$ cat src/rtl/sha256_pkg.sv
// sha256_pkg: shared SHA-256 constants, types and bit functions.
//   mode_e  : message source selector for the block engine
//   hash_t  : eight 32-bit words, index 0 = word a / H0
//   K, IV   : round constants and initial hash value
//   ror, sigma0/1, big_sigma0/1, ch, maj : FIPS 180-4 helper functions
package sha256_pkg;

   typedef enum logic [1:0] {
      ModeBlock  = 2'd0,
      ModeTail   = 2'd1,
      ModeRehash = 2'd2,
      ModeRsvd   = 2'd3
   } mode_e;

   typedef logic [7:0][31:0] hash_t;

   localparam logic [31:0] PadWord = 32'h8000_0000;

   // Packed: rightmost literal is word 0.
   localparam hash_t IV = {32'h5be0cd19, 32'h1f83d9ab, 32'h9b05688c, 32'h510e527f,
                           32'ha54ff53a, 32'h3c6ef372, 32'hbb67ae85, 32'h6a09e667};

   localparam logic [31:0] K [64] = '{
      32'h428a2f98, 32'h71374491, 32'hb5c0fbcf, 32'he9b5dba5,
      32'h3956c25b, 32'h59f111f1, 32'h923f82a4, 32'hab1c5ed5,
      32'hd807aa98, 32'h12835b01, 32'h243185be, 32'h550c7dc3,
      32'h72be5d74, 32'h80deb1fe, 32'h9bdc06a7, 32'hc19bf174,
      32'he49b69c1, 32'hefbe4786, 32'h0fc19dc6, 32'h240ca1cc,
      32'h2de92c6f, 32'h4a7484aa, 32'h5cb0a9dc, 32'h76f988da,
      32'h983e5152, 32'ha831c66d, 32'hb00327c8, 32'hbf597fc7,
      32'hc6e00bf3, 32'hd5a79147, 32'h06ca6351, 32'h14292967,
      32'h27b70a85, 32'h2e1b2138, 32'h4d2c6dfc, 32'h53380d13,
      32'h650a7354, 32'h766a0abb, 32'h81c2c92e, 32'h92722c85,
      32'ha2bfe8a1, 32'ha81a664b, 32'hc24b8b70, 32'hc76c51a3,
      32'hd192e819, 32'hd6990624, 32'hf40e3585, 32'h106aa070,
      32'h19a4c116, 32'h1e376c08, 32'h2748774c, 32'h34b0bcb5,
      32'h391c0cb3, 32'h4ed8aa4a, 32'h5b9cca4f, 32'h682e6ff3,
      32'h748f82ee, 32'h78a5636f, 32'h84c87814, 32'h8cc70208,
      32'h90befffa, 32'ha4506ceb, 32'hbef9a3f7, 32'hc67178f2
   };

   function automatic logic [31:0] ror(input logic [31:0] x, input int unsigned n);
      return (x >> n) | (x << (32 - n));
   endfunction

   function automatic logic [31:0] sigma0(input logic [31:0] x);
      return ror(x, 7) ^ ror(x, 18) ^ (x >> 3);
   endfunction

   function automatic logic [31:0] sigma1(input logic [31:0] x);
      return ror(x, 17) ^ ror(x, 19) ^ (x >> 10);
   endfunction

   function automatic logic [31:0] big_sigma0(input logic [31:0] x);
      return ror(x, 2) ^ ror(x, 13) ^ ror(x, 22);
   endfunction

   function automatic logic [31:0] big_sigma1(input logic [31:0] x);
      return ror(x, 6) ^ ror(x, 11) ^ ror(x, 25);
   endfunction

   function automatic logic [31:0] ch(input logic [31:0] x, input logic [31:0] y,
                                      input logic [31:0] z);
      return (x & y) ^ (~x & z);
   endfunction

   function automatic logic [31:0] maj(input logic [31:0] x, input logic [31:0] y,
                                       input logic [31:0] z);
      return (x & y) ^ (x & z) ^ (y & z);
   endfunction

endpackage

$ cat src/rtl/sha256_round.sv
// sha256_round: one combinational SHA-256 compression round.
//   state_in  : working variables a..h (index 0 = a)
//   w, k      : schedule word and round constant for this round
//   state_out : working variables after the round
module sha256_round
   import sha256_pkg::*;
(
   input  hash_t       state_in,
   input  logic [31:0] w,
   input  logic [31:0] k,
   output hash_t       state_out
);

   logic [31:0] t1;
   logic [31:0] t2;

   always_comb begin
      t1 = state_in[7] + big_sigma1(state_in[4]) + ch(state_in[4], state_in[5], state_in[6])
           + k + w;
      t2 = big_sigma0(state_in[0]) + maj(state_in[0], state_in[1], state_in[2]);
      state_out[0] = t1 + t2;
      state_out[1] = state_in[0];
      state_out[2] = state_in[1];
      state_out[3] = state_in[2];
      state_out[4] = state_in[3] + t1;
      state_out[5] = state_in[4];
      state_out[6] = state_in[5];
      state_out[7] = state_in[6];
   end

endmodule

$ cat src/rtl/sha256_block_engine.sv
// sha256_block_engine: SHA-256 compression of one 512-bit block per start.
//   clk, reset      : clock, synchronous active-high reset
//   start           : request, accepted only in the idle state
//   mode            : 0 block, 1 tail+nonce, 2 rehash of hi, 3 treated as block
//   chain           : 1 -> initial hash is current ho, 0 -> initial hash is hi
//   hi, blk         : initial hash (also rehash message), raw message words
//   msg_tail, nonce : header words 16..18 and nonce for tail mode
//   busy, done, ho  : busy through the done cycle, done pulse, held digest
module sha256_block_engine
   import sha256_pkg::*;
#(
   parameter int unsigned ROUNDS_PER_CYCLE = 1,
   parameter int unsigned NONCE_WIDTH      = 32,
   parameter int unsigned TAIL_LEN_BITS    = 640
) (
   input  logic                   clk,
   input  logic                   reset,
   input  logic                   start,
   input  logic [1:0]             mode,
   input  logic                   chain,
   input  logic [7:0][31:0]       hi,
   input  logic [15:0][31:0]      blk,
   input  logic [2:0][31:0]       msg_tail,
   input  logic [NONCE_WIDTH-1:0] nonce,
   output logic                   busy,
   output logic                   done,
   output logic [7:0][31:0]       ho
);

   localparam int unsigned R     = ROUNDS_PER_CYCLE;
   localparam logic [5:0]  LastT = 6'(64 - R);

   typedef enum logic [1:0] {StIdle, StRound, StFinal} state_e;

   state_e            state_q, state_d;
   logic [5:0]        cnt_q, cnt_d;
   hash_t             hinit_q, hinit_d;
   hash_t             work_q, work_d;
   hash_t             ho_q, ho_d;
   logic [15:0][31:0] win_q, win_d;
   logic              done_q, done_d;

   mode_e             mode_sel;
   logic [15:0][31:0] msg;
   logic [15:0][31:0] win_next;
   hash_t             rnd_out;

   assign mode_sel = mode_e'(mode);

   always_comb begin
      msg = '0;
      case (mode_sel)
         ModeTail: begin
            msg[2:0] = msg_tail;
            msg[3]   = 32'(nonce);
            msg[4]   = PadWord;
            msg[15]  = 32'(TAIL_LEN_BITS);
         end
         ModeRehash: begin
            msg[7:0] = hi;
            msg[8]   = PadWord;
            msg[15]  = 32'd256;
         end
         default: msg = blk;
      endcase
   end

   // Window holds w[t..t+15]; extend by R words (later ones may depend on earlier new ones),
   // then drop the R oldest.
   always_comb begin : p_sched
      logic [31:0] ext [16 + R];
      for (int i = 0; i < 16; i++) ext[i] = win_q[i];
      for (int j = 0; j < int'(R); j++) begin
         ext[16 + j] = ext[j] + sigma0(ext[j + 1]) + ext[j + 9] + sigma1(ext[j + 14]);
      end
      for (int i = 0; i < 16; i++) win_next[i] = ext[i + int'(R)];
   end

   // Round j of a cycle consumes window word j and K[t+j].
   for (genvar j = 0; j < int'(R); j++) begin : g_round
      hash_t       st_in;
      hash_t       st_out;
      logic [31:0] k_word;
      if (j == 0) begin : g_first
         assign st_in = work_q;
      end else begin : g_next
         assign st_in = g_round[j - 1].st_out;
      end
      assign k_word = K[cnt_q + 6'(j)];
      sha256_round u_round (
         .state_in  (st_in),
         .w         (win_q[j]),
         .k         (k_word),
         .state_out (st_out)
      );
   end

   assign rnd_out = g_round[R - 1].st_out;

   always_comb begin
      state_d = state_q;
      cnt_d   = cnt_q;
      hinit_d = hinit_q;
      work_d  = work_q;
      win_d   = win_q;
      ho_d    = ho_q;
      done_d  = 1'b0;
      unique case (state_q)
         StIdle: begin
            if (start) begin
               hinit_d = chain ? ho_q : hi;
               work_d  = hinit_d;
               win_d   = msg;
               cnt_d   = '0;
               state_d = StRound;
            end
         end
         StRound: begin
            work_d = rnd_out;
            win_d  = win_next;
            cnt_d  = cnt_q + 6'(R);
            if (cnt_q == LastT) state_d = StFinal;
         end
         StFinal: begin
            for (int i = 0; i < 8; i++) ho_d[i] = hinit_q[i] + work_q[i];
            done_d  = 1'b1;
            state_d = StIdle;
         end
         default: state_d = StIdle;
      endcase
   end

   always_ff @(posedge clk) begin
      if (reset) begin
         state_q <= StIdle;
         cnt_q   <= '0;
         hinit_q <= '0;
         work_q  <= '0;
         win_q   <= '0;
         ho_q    <= '0;
         done_q  <= 1'b0;
      end else begin
         state_q <= state_d;
         cnt_q   <= cnt_d;
         hinit_q <= hinit_d;
         work_q  <= work_d;
         win_q   <= win_d;
         ho_q    <= ho_d;
         done_q  <= done_d;
      end
   end

   // The done cycle is already idle, so busy is extended by the done pulse.
   assign busy = (state_q != StIdle) | done_q;
   assign done = done_q;
   assign ho   = ho_q;

endmodule

$ cat config.mk
export PLATFORM = sky130hd
export DESIGN_NAME = sha256_block_engine
export DESIGN_NICKNAME = d
export VERILOG_FILES = /design/src/rtl/sha256_pkg.sv /design/src/rtl/sha256_round.sv /design/src/rtl/sha256_block_engine.sv
export SDC_FILE = /design/constraint.sdc
export NUM_CORES = 2
export LEC_CHECK = 0
export BUFFER_PORTS_ARGS = -buffer_cell sky130_fd_sc_hd__buf_2
export CAP_MARGIN = 20
export CORE_UTILIZATION = 35
export CTS_CLUSTER_DIAMETER = 30
export CTS_CLUSTER_SIZE = 12
export DETAILED_ROUTE_END_ITERATION = 12
export GPL_TIMING_DRIVEN = 0
export PLACE_DENSITY_LB_ADDON = 0.25
export SYNTH_ARGS = -nofsm -noshare
export SYNTH_HDL_FRONTEND = slang
export SYNTH_SLANG_ARGS = --single-unit
$ cat constraint.sdc
create_clock -name clk -period 8.31 [get_ports clk]
set_clock_uncertainty 0.05 [all_clocks]
set_input_delay 0 -clock clk [delete_from_list [all_inputs] [get_ports clk]]
set_output_delay 0 -clock clk [all_outputs]
set_load 0.1 [all_outputs]
# Word-level counts from Yosys, hierarchy flattened
# Memories as Yosys holds them, arrays and structs flattened.
# Index checks and enable logic that the tools add are counted.
dict set report totals {
  ramBits 0
  wordCells 124
  in_bits 902
  rom_bits 2048
  out_inout_bits 258
  register_bits 1289
  n_memories 1
  latch_bits 0
}
dict set report classes {
  n_bitwise 29
  mul 0
  n_div 0
  reduce_logical 7
  magnitude_cmp 1
  shifts 0
  mux 17
  add_sub_neg 19
  eq_ne 7
}
# memory depth word_bits read_ports rd_clocked_by_memory_dff wr line_no
set memory_table {}
lappend memory_table {{(no name shown)} 64 32 1 0 0 sha256_block_engine.sv:89} ;# assign k_word = K[cnt_q + 6'(j)];
# op n
set ops {}
lappend ops {{512-bit case mux with 2 select lines} 1}
lappend ops {{32-bit adder} 18}
lappend ops {{256-bit 2-to-1 mux} 2}
lappend ops {{512-bit 2-to-1 mux} 1}
lappend ops {{256-bit case mux with 2 select lines} 1}
lappend ops {{160-bit case mux with 2 select lines} 1}
lappend ops {{32-bit XOR} 9}
lappend ops {{128-bit case mux with 2 select lines} 1}
lappend ops {{192-bit 2-to-1 mux} 1}
lappend ops {{32-bit bitwise AND} 5}
lappend ops {{32-bit 2-to-1 mux} 2}
lappend ops {{32-bit case mux with 2 select lines} 1}
lappend ops {{32-bit inverter} 1}
lappend ops {{10-bit by 32-bit OR with 32-bit output} 1}
lappend ops {{13-bit by 32-bit OR with 32-bit output} 1}
lappend ops {{14-bit by 32-bit OR with 32-bit output} 1}
lappend ops {{15-bit by 32-bit OR with 32-bit output} 1}
lappend ops {{19-bit by 32-bit OR with 32-bit output} 1}
lappend ops {{21-bit by 32-bit OR with 32-bit output} 1}
lappend ops {{25-bit by 32-bit OR with 32-bit output} 1}
lappend ops {{26-bit by 32-bit OR with 32-bit output} 1}
lappend ops {{30-bit by 32-bit OR with 32-bit output} 1}
lappend ops {{7-bit by 32-bit OR with 32-bit output} 1}
lappend ops {{32-bit by 22-bit XOR with 32-bit output} 1}
lappend ops {{other kinds (18)} 25}

# Logic depth before layout (Yosys ltp)
dict set report depth {
  depth_word 9
  ltp_mapped 39
  mapped_depth_nobuf 37
}

# Hierarchy
# Synthesis repeated with hierarchy kept, for this count alone.
dict set report unflattened {
  cells_unflattened 11495
  area_unflattened_um2 86396.6
}
# mod n_inst area_each_um2 seq_area_each_um2 cells_per_inst
set modules_own_cells {}
lappend modules_own_cells {sha256_block_engine 1 75054.5 25804.7 10107}
lappend modules_own_cells {sha256_round 1 11342.1 0.0 1388}

# Worst setup path after synthesis
# No wires, ideal clock.
dict set report synth_timing {
  path_kind {register -> register}
  start {register cnt_q[2]}
  end {register work_q, in the netlist g_round[0].st_in[29]}
  required_time_ns 8.140
  path_slack_ns -0.010
  arrival_ns 8.150
  setup_time_ns 0.120
  path_stages_with_launch 36
  n_path_buf 3
  period_less_slack_ns 8.320
  path_cell_list {dfxtp_1 clkbuf_1 clkinv_1 clkbuf_1 buf_1 ha_1 a221oi_1 o21ai_0 o21ai_0 fa_1 fa_1 fa_1 inv_1 ha_1 a211oi_1 o21ai_0 a31oi_1 o21ba_2 nor2b_1 o21ai_0 a21boi_0 o21a_1 nor2_1 xnor2_1 fa_1 ha_1 a21o_1 a21o_1 a21o_1 or2_2 o2111ai_1 a21oi_1 o211a_1 o21ai_0 nor4_1 a211o_1}
}
dict set report synth_via {
  elab_chain_len 8
}
# item line_no
set synth_rtl {}
lappend synth_rtl {{from (decl)} sha256_block_engine.sv:36} ;# logic [5:0] cnt_q, cnt_d;
lappend synth_rtl {{from (signal assigned)} sha256_block_engine.sv:144} ;# cnt_q <= cnt_d;
lappend synth_rtl {{6-bit inverter with 7-bit output (not written as such)} sha256_block_engine.sv:89}
lappend synth_rtl {{memory read 64 x 32 bit} -}
lappend synth_rtl {{32-bit 2-to-1 mux (not written as such) (2 in series)} sha256_block_engine.sv:89}
lappend synth_rtl {{32-bit adder (2 in series)} sha256_round.sv:19} ;# + k + w;
lappend synth_rtl {{32-bit adder} sha256_round.sv:21} ;# state_out[0] = t1 + t2;
lappend synth_rtl {{256-bit case mux with 2 select lines} sha256_block_engine.sv:108} ;# unique case (state_q)
lappend synth_rtl {{to (signal assigned)} sha256_block_engine.sv:146} ;# work_q <= work_d;
lappend synth_rtl {{to (decl)} sha256_block_engine.sv:38} ;# hash_t work_q, work_d;
# No other way between the ends. The select of a mux whose other input is x is not followed.
# A chain may end at the register's enable or synchronous reset.

# Worst setup path in the final report
dict set report layout_timing {
  start {register cnt_q[1]}
  end {register work_q, in the netlist g_round[0].st_in[29]}
}
# The elaborated chain is that of the path after synthesis.

==> results.yml <==
synth:
  netlist_area_sq_um: 83600
  synth_adder_area_share: 0.109
  synth.distinct_cells: 97
  syn_inst: 10900
  synth_nets: 12400
  synth_edf_count: 0
  yosys.area_share.simple: 0.192
  synth_seq_area_share: 0.309
  synth.area.mux_share: 0.0332
  ys.flop_type: "dfxtp_1"
  async_flop_share: 0
  synth_top_family_by_area: "compound AO/OA/AOI/OAI gates"
  synth_compound_area_frac: 0.245
  syn_avg_cell_area_sq_um: 7.66
  post_synth_xor_area_fraction: 0.0576
  yosys_warnings: 0
  synth-seq-cells: 1289
routing:
  ant_nets: 0
  viasPerCell: 6.10
  drc: 0
  vias: 106000
  firstDrtPassIters: 10
  finalWirelength_mm: 644
  routedWlPerCell_microns: 37.1
  drt_iter0_drc: 15400
sta:
  max_slew_margin: 0.0146
  final-hold-violation-count: 0
  tightest_slew_ns: 1.48
  rsz0062_at_grt: "yes"
  hold-worst-slack_ns: 0.0332
  finalMaxSlewViolations: 0
  layout_setup_ws_ns: -0.266
  setup_viol: 16
  min_period_over_period: 1.03
  max_freq_ghz: 0.117
  layout_min_cycle_time_ns: 8.58
global_routing:
  grt_pass1_wl_mm: 847
  busiest_layer: "met2"
  grt_max_degree: 18
  first_global_vias: 99300
  track_usage: 0.515
  grtUsageMet1: 0.599
  antenna_found_initial: 131
  globalRouteMet3Util: 0.154
  met2_usage: 0.714
  grt-ovfl-total: 0
final_layout:
  multi_input_area_sq_um: 54700
  drive_gt1_frac: 0.167
  fillerInstances: 23000
  final_nets: 15300
  ff_latch_area_sq_um: 25800
  area_growth_pct: 46.3
  final_area_sq_um: 122000
power:
  p_per_area_nw_per_um2: 423
  switchingPower_mw: 23.2
  irDropWorstVdd_uv: 497
  pwr-share-comb: 0.580
  p_int_mw: 28.5
  sw_frac_of_total: 0.449
  seq_power_share: 0.143
  leakage_nw: 52.0
  p_clk_frac: 0.278
floorplan:
  io_pins: 1160
  die_h_microns: 491
  die-area_sq_um: 241000
  fp-row-count: 179
  core_region_area_sq_um: 238000
  die_x_microns: 491
  start_util: 0.352
worst_hold_path:
  hp-class: "in -> reg"
  hold_path.startpoint: "blk[468]"
status:
  status: "finished, violations left"
  failed_checks: "negative setup slack"
setup_path:
  max_stage_delay_ns: 0.53
  cp.depth: 38
  cpMostUsedCell: "o21ai_2"
  r2r-end: "g_round[0].st_in[29]"
  critPathBufInv: 5
  cpLargestDelayFamily: "compound AO/OA/AOI/OAI gates"
  required_ns: 9.10
  startpoint: "cnt_q[1]"
  cp-start-kind: "flip-flop"
  r2r_start: "cnt_q[1]"
  r2r_cells: 38
  slowest_stage: "fa_2"
  critPathKind: "reg -> reg"
  worstSetupEndpointType: "flip-flop"
  endpoint: "g_round[0].st_in[29]"
  arrival_ns: 9.37
  r2r_setup_slack_ns: -0.27
  cp_max_fo: 5
flow_run:
  drv_cap: 0
clocking:
  clkTransAtPathRegs_ns: 0.05
  cts_max_level: 5
  cts_sinks: 1289
  cts_tree: "done"
  cts_root_buffer: "clkbuf_16"
  cts_buffers: 365
  clock_path_buffers: 4
  worstSkewPairLatency_ns: 1.03
placed_design:
  port_buffers: 1158
  hpwl_mm: 515
  gp_congestion: 1.10
  placed_area_sq_um: 94600
[worst min path at each step]
stage               depth (start not counted)  slack [ns]         endpoint
finish                                      4        0.03  p_sched.ext[84]
global route                                4        0.05  p_sched.ext[84]
CTS                                         4      0.0005  p_sched.ext[84]
detailed placement                          3        0.23  p_sched.ext[34]
global placement                            3        0.22  p_sched.ext[34]
floorplan                                   2        0.10  p_sched.ext[34]
[synthesized netlist by cell type (all sizes together) (27+ instances only)]
| library cell | number | area (sq um) |
|---|---|---|
| clkbuf | 803 | 3020 |
| a2111oi | 75 | 688 |
| nand3 | 117 | 586 |
| a311oi | 151 | 1320 |
| dfxtp | 1289 | 25800 |
| buf | 70 | 263 |
| mux2 | 53 | 597 |
| inv | 352 | 1320 |
| o211ai | 286 | 2150 |
| a21o | 305 | 2290 |
| fa | 195 | 3900 |
| nor2b | 77 | 482 |
| a22oi | 145 | 1090 |
| o21a | 59 | 443 |
| nor4 | 169 | 1070 |
| a31oi | 239 | 1520 |
| mux2i | 206 | 2060 |
| o21ai | 444 | 2220 |
| nand4 | 27 | 169 |
| nand2b | 79 | 494 |
| a211oi | 152 | 1170 |
| nand2 | 1795 | 6740 |
| o21bai | 41 | 308 |
| xor2 | 197 | 1730 |
| nor3 | 140 | 701 |
| or3 | 32 | 200 |
| ha | 395 | 4940 |
| xnor2 | 347 | 3040 |
| a21oi | 1008 | 5070 |
| and3 | 53 | 333 |
| nor2 | 1253 | 4700 |
[worst register-to-register path, delay by kind of cell (launching register included)]
kind                     cells  cell delay, ns
adder cells (fa/ha/maj)      7            2.75
AO/OA/AOI/OAI               18            3.64
flip-flops                   1            0.35
buffers and inverters        5            0.64
XOR/XNOR                     1            0.21
AND/OR/NAND/NOR              7            0.82
[placed cells by master (no fill, tap or decap), drive strengths merged, types with 32 or more instances in the layout]
cell            n
nor4          169
clkinv         70
nand2b         79
diode         131
nor2         1253
buf          1368
o211ai        286
nand3         117
nor2b          77
a21oi        1008
a21o          305
dfxtp        1289
o21a           59
and3           53
nor3          140
nand2        1795
mux2           53
a211oi        152
a311oi        151
clkinvlp       34
bufinv         43
mux2i         206
dlygate4sd3  1233
clkbuf       1277
fa            195
inv           361
xor2          197
a2111oi        75
a31oi         239
or3            32
xnor2         347
o21ai         444
a22oi         145
ha            395
o21bai         41
[sequential cells by signal (all words and copies together) (netlist names)]
name	count
hinit_q	256
g_round.st_in	256
cnt_q	6
done	1
ho	256
state_q	2
p_sched.ext	512
[stage by stage]
step	setup slack [ns]	power, mW	util	instances	setup TNS [ns]
after floorplan	0.0733	22.6	-	10900	0
after global placement	-4.21	31.3	0.393	15200	-168.21
after detailed placement	-3.88	31.1	0.398	15300	-149.05
after CTS	-0.174	48.6	0.510	17200	-1.21
after global routing	-0.359	53.3	0.514	17300	-4.81
final	-0.266	51.7	0.514	17400	-2.00
[layout make-up]
class                   instances  share of cell area
diodes                        131             0.00268
plain buffers                 867              0.0297
clock buffers                 482              0.0848
clock inverters               155              0.0169
inverters                     353              0.0109
multi-input cells            8389               0.448
flip-flops and latches       1289               0.211
well taps                    3167              0.0324
repair buffers               2530               0.163
[logic make-up after synthesis]
logic type	count (synthesis)
simple gates	3816
compound gates	3151
flops	1289
buf+inv	1226
fa+ha+maj	612
xor+xnor	546
mux	264
[timing repair]
action                     4_1_cts  5_1_grt
hold buffers                  1233        0
pin swaps                       70       74
gates cloned                     0        1
setup buffers                   35       27
setup endpoints to repair       61       28
hold endpoints to repair      1021        0
resized for setup              366       86
[power groups by stage]
stage                     registers (mW)  clock network, mW  logic (mW)
after global routing                7.37               14.6        31.3
after detailed placement            7.42                  0        23.6
final                               7.37               14.4        30.0
after CTS                           7.32               14.3        27.0
after floorplan                     7.11                  0        15.5
after global placement              7.42                  0        23.9
[routing by layer]
| layer | vias to the layer above | share of wire |
|---|---|---|
| li1 | 44300 | - |
| met1 | 50900 | 0.36 |
| met2 | 8139 | 0.39 |
| met4 | 36 | 0.13 |
| met5 | - | 0.00041 |
| met3 | 2505 | 0.11 |
(Power assumes the default switching activity.)
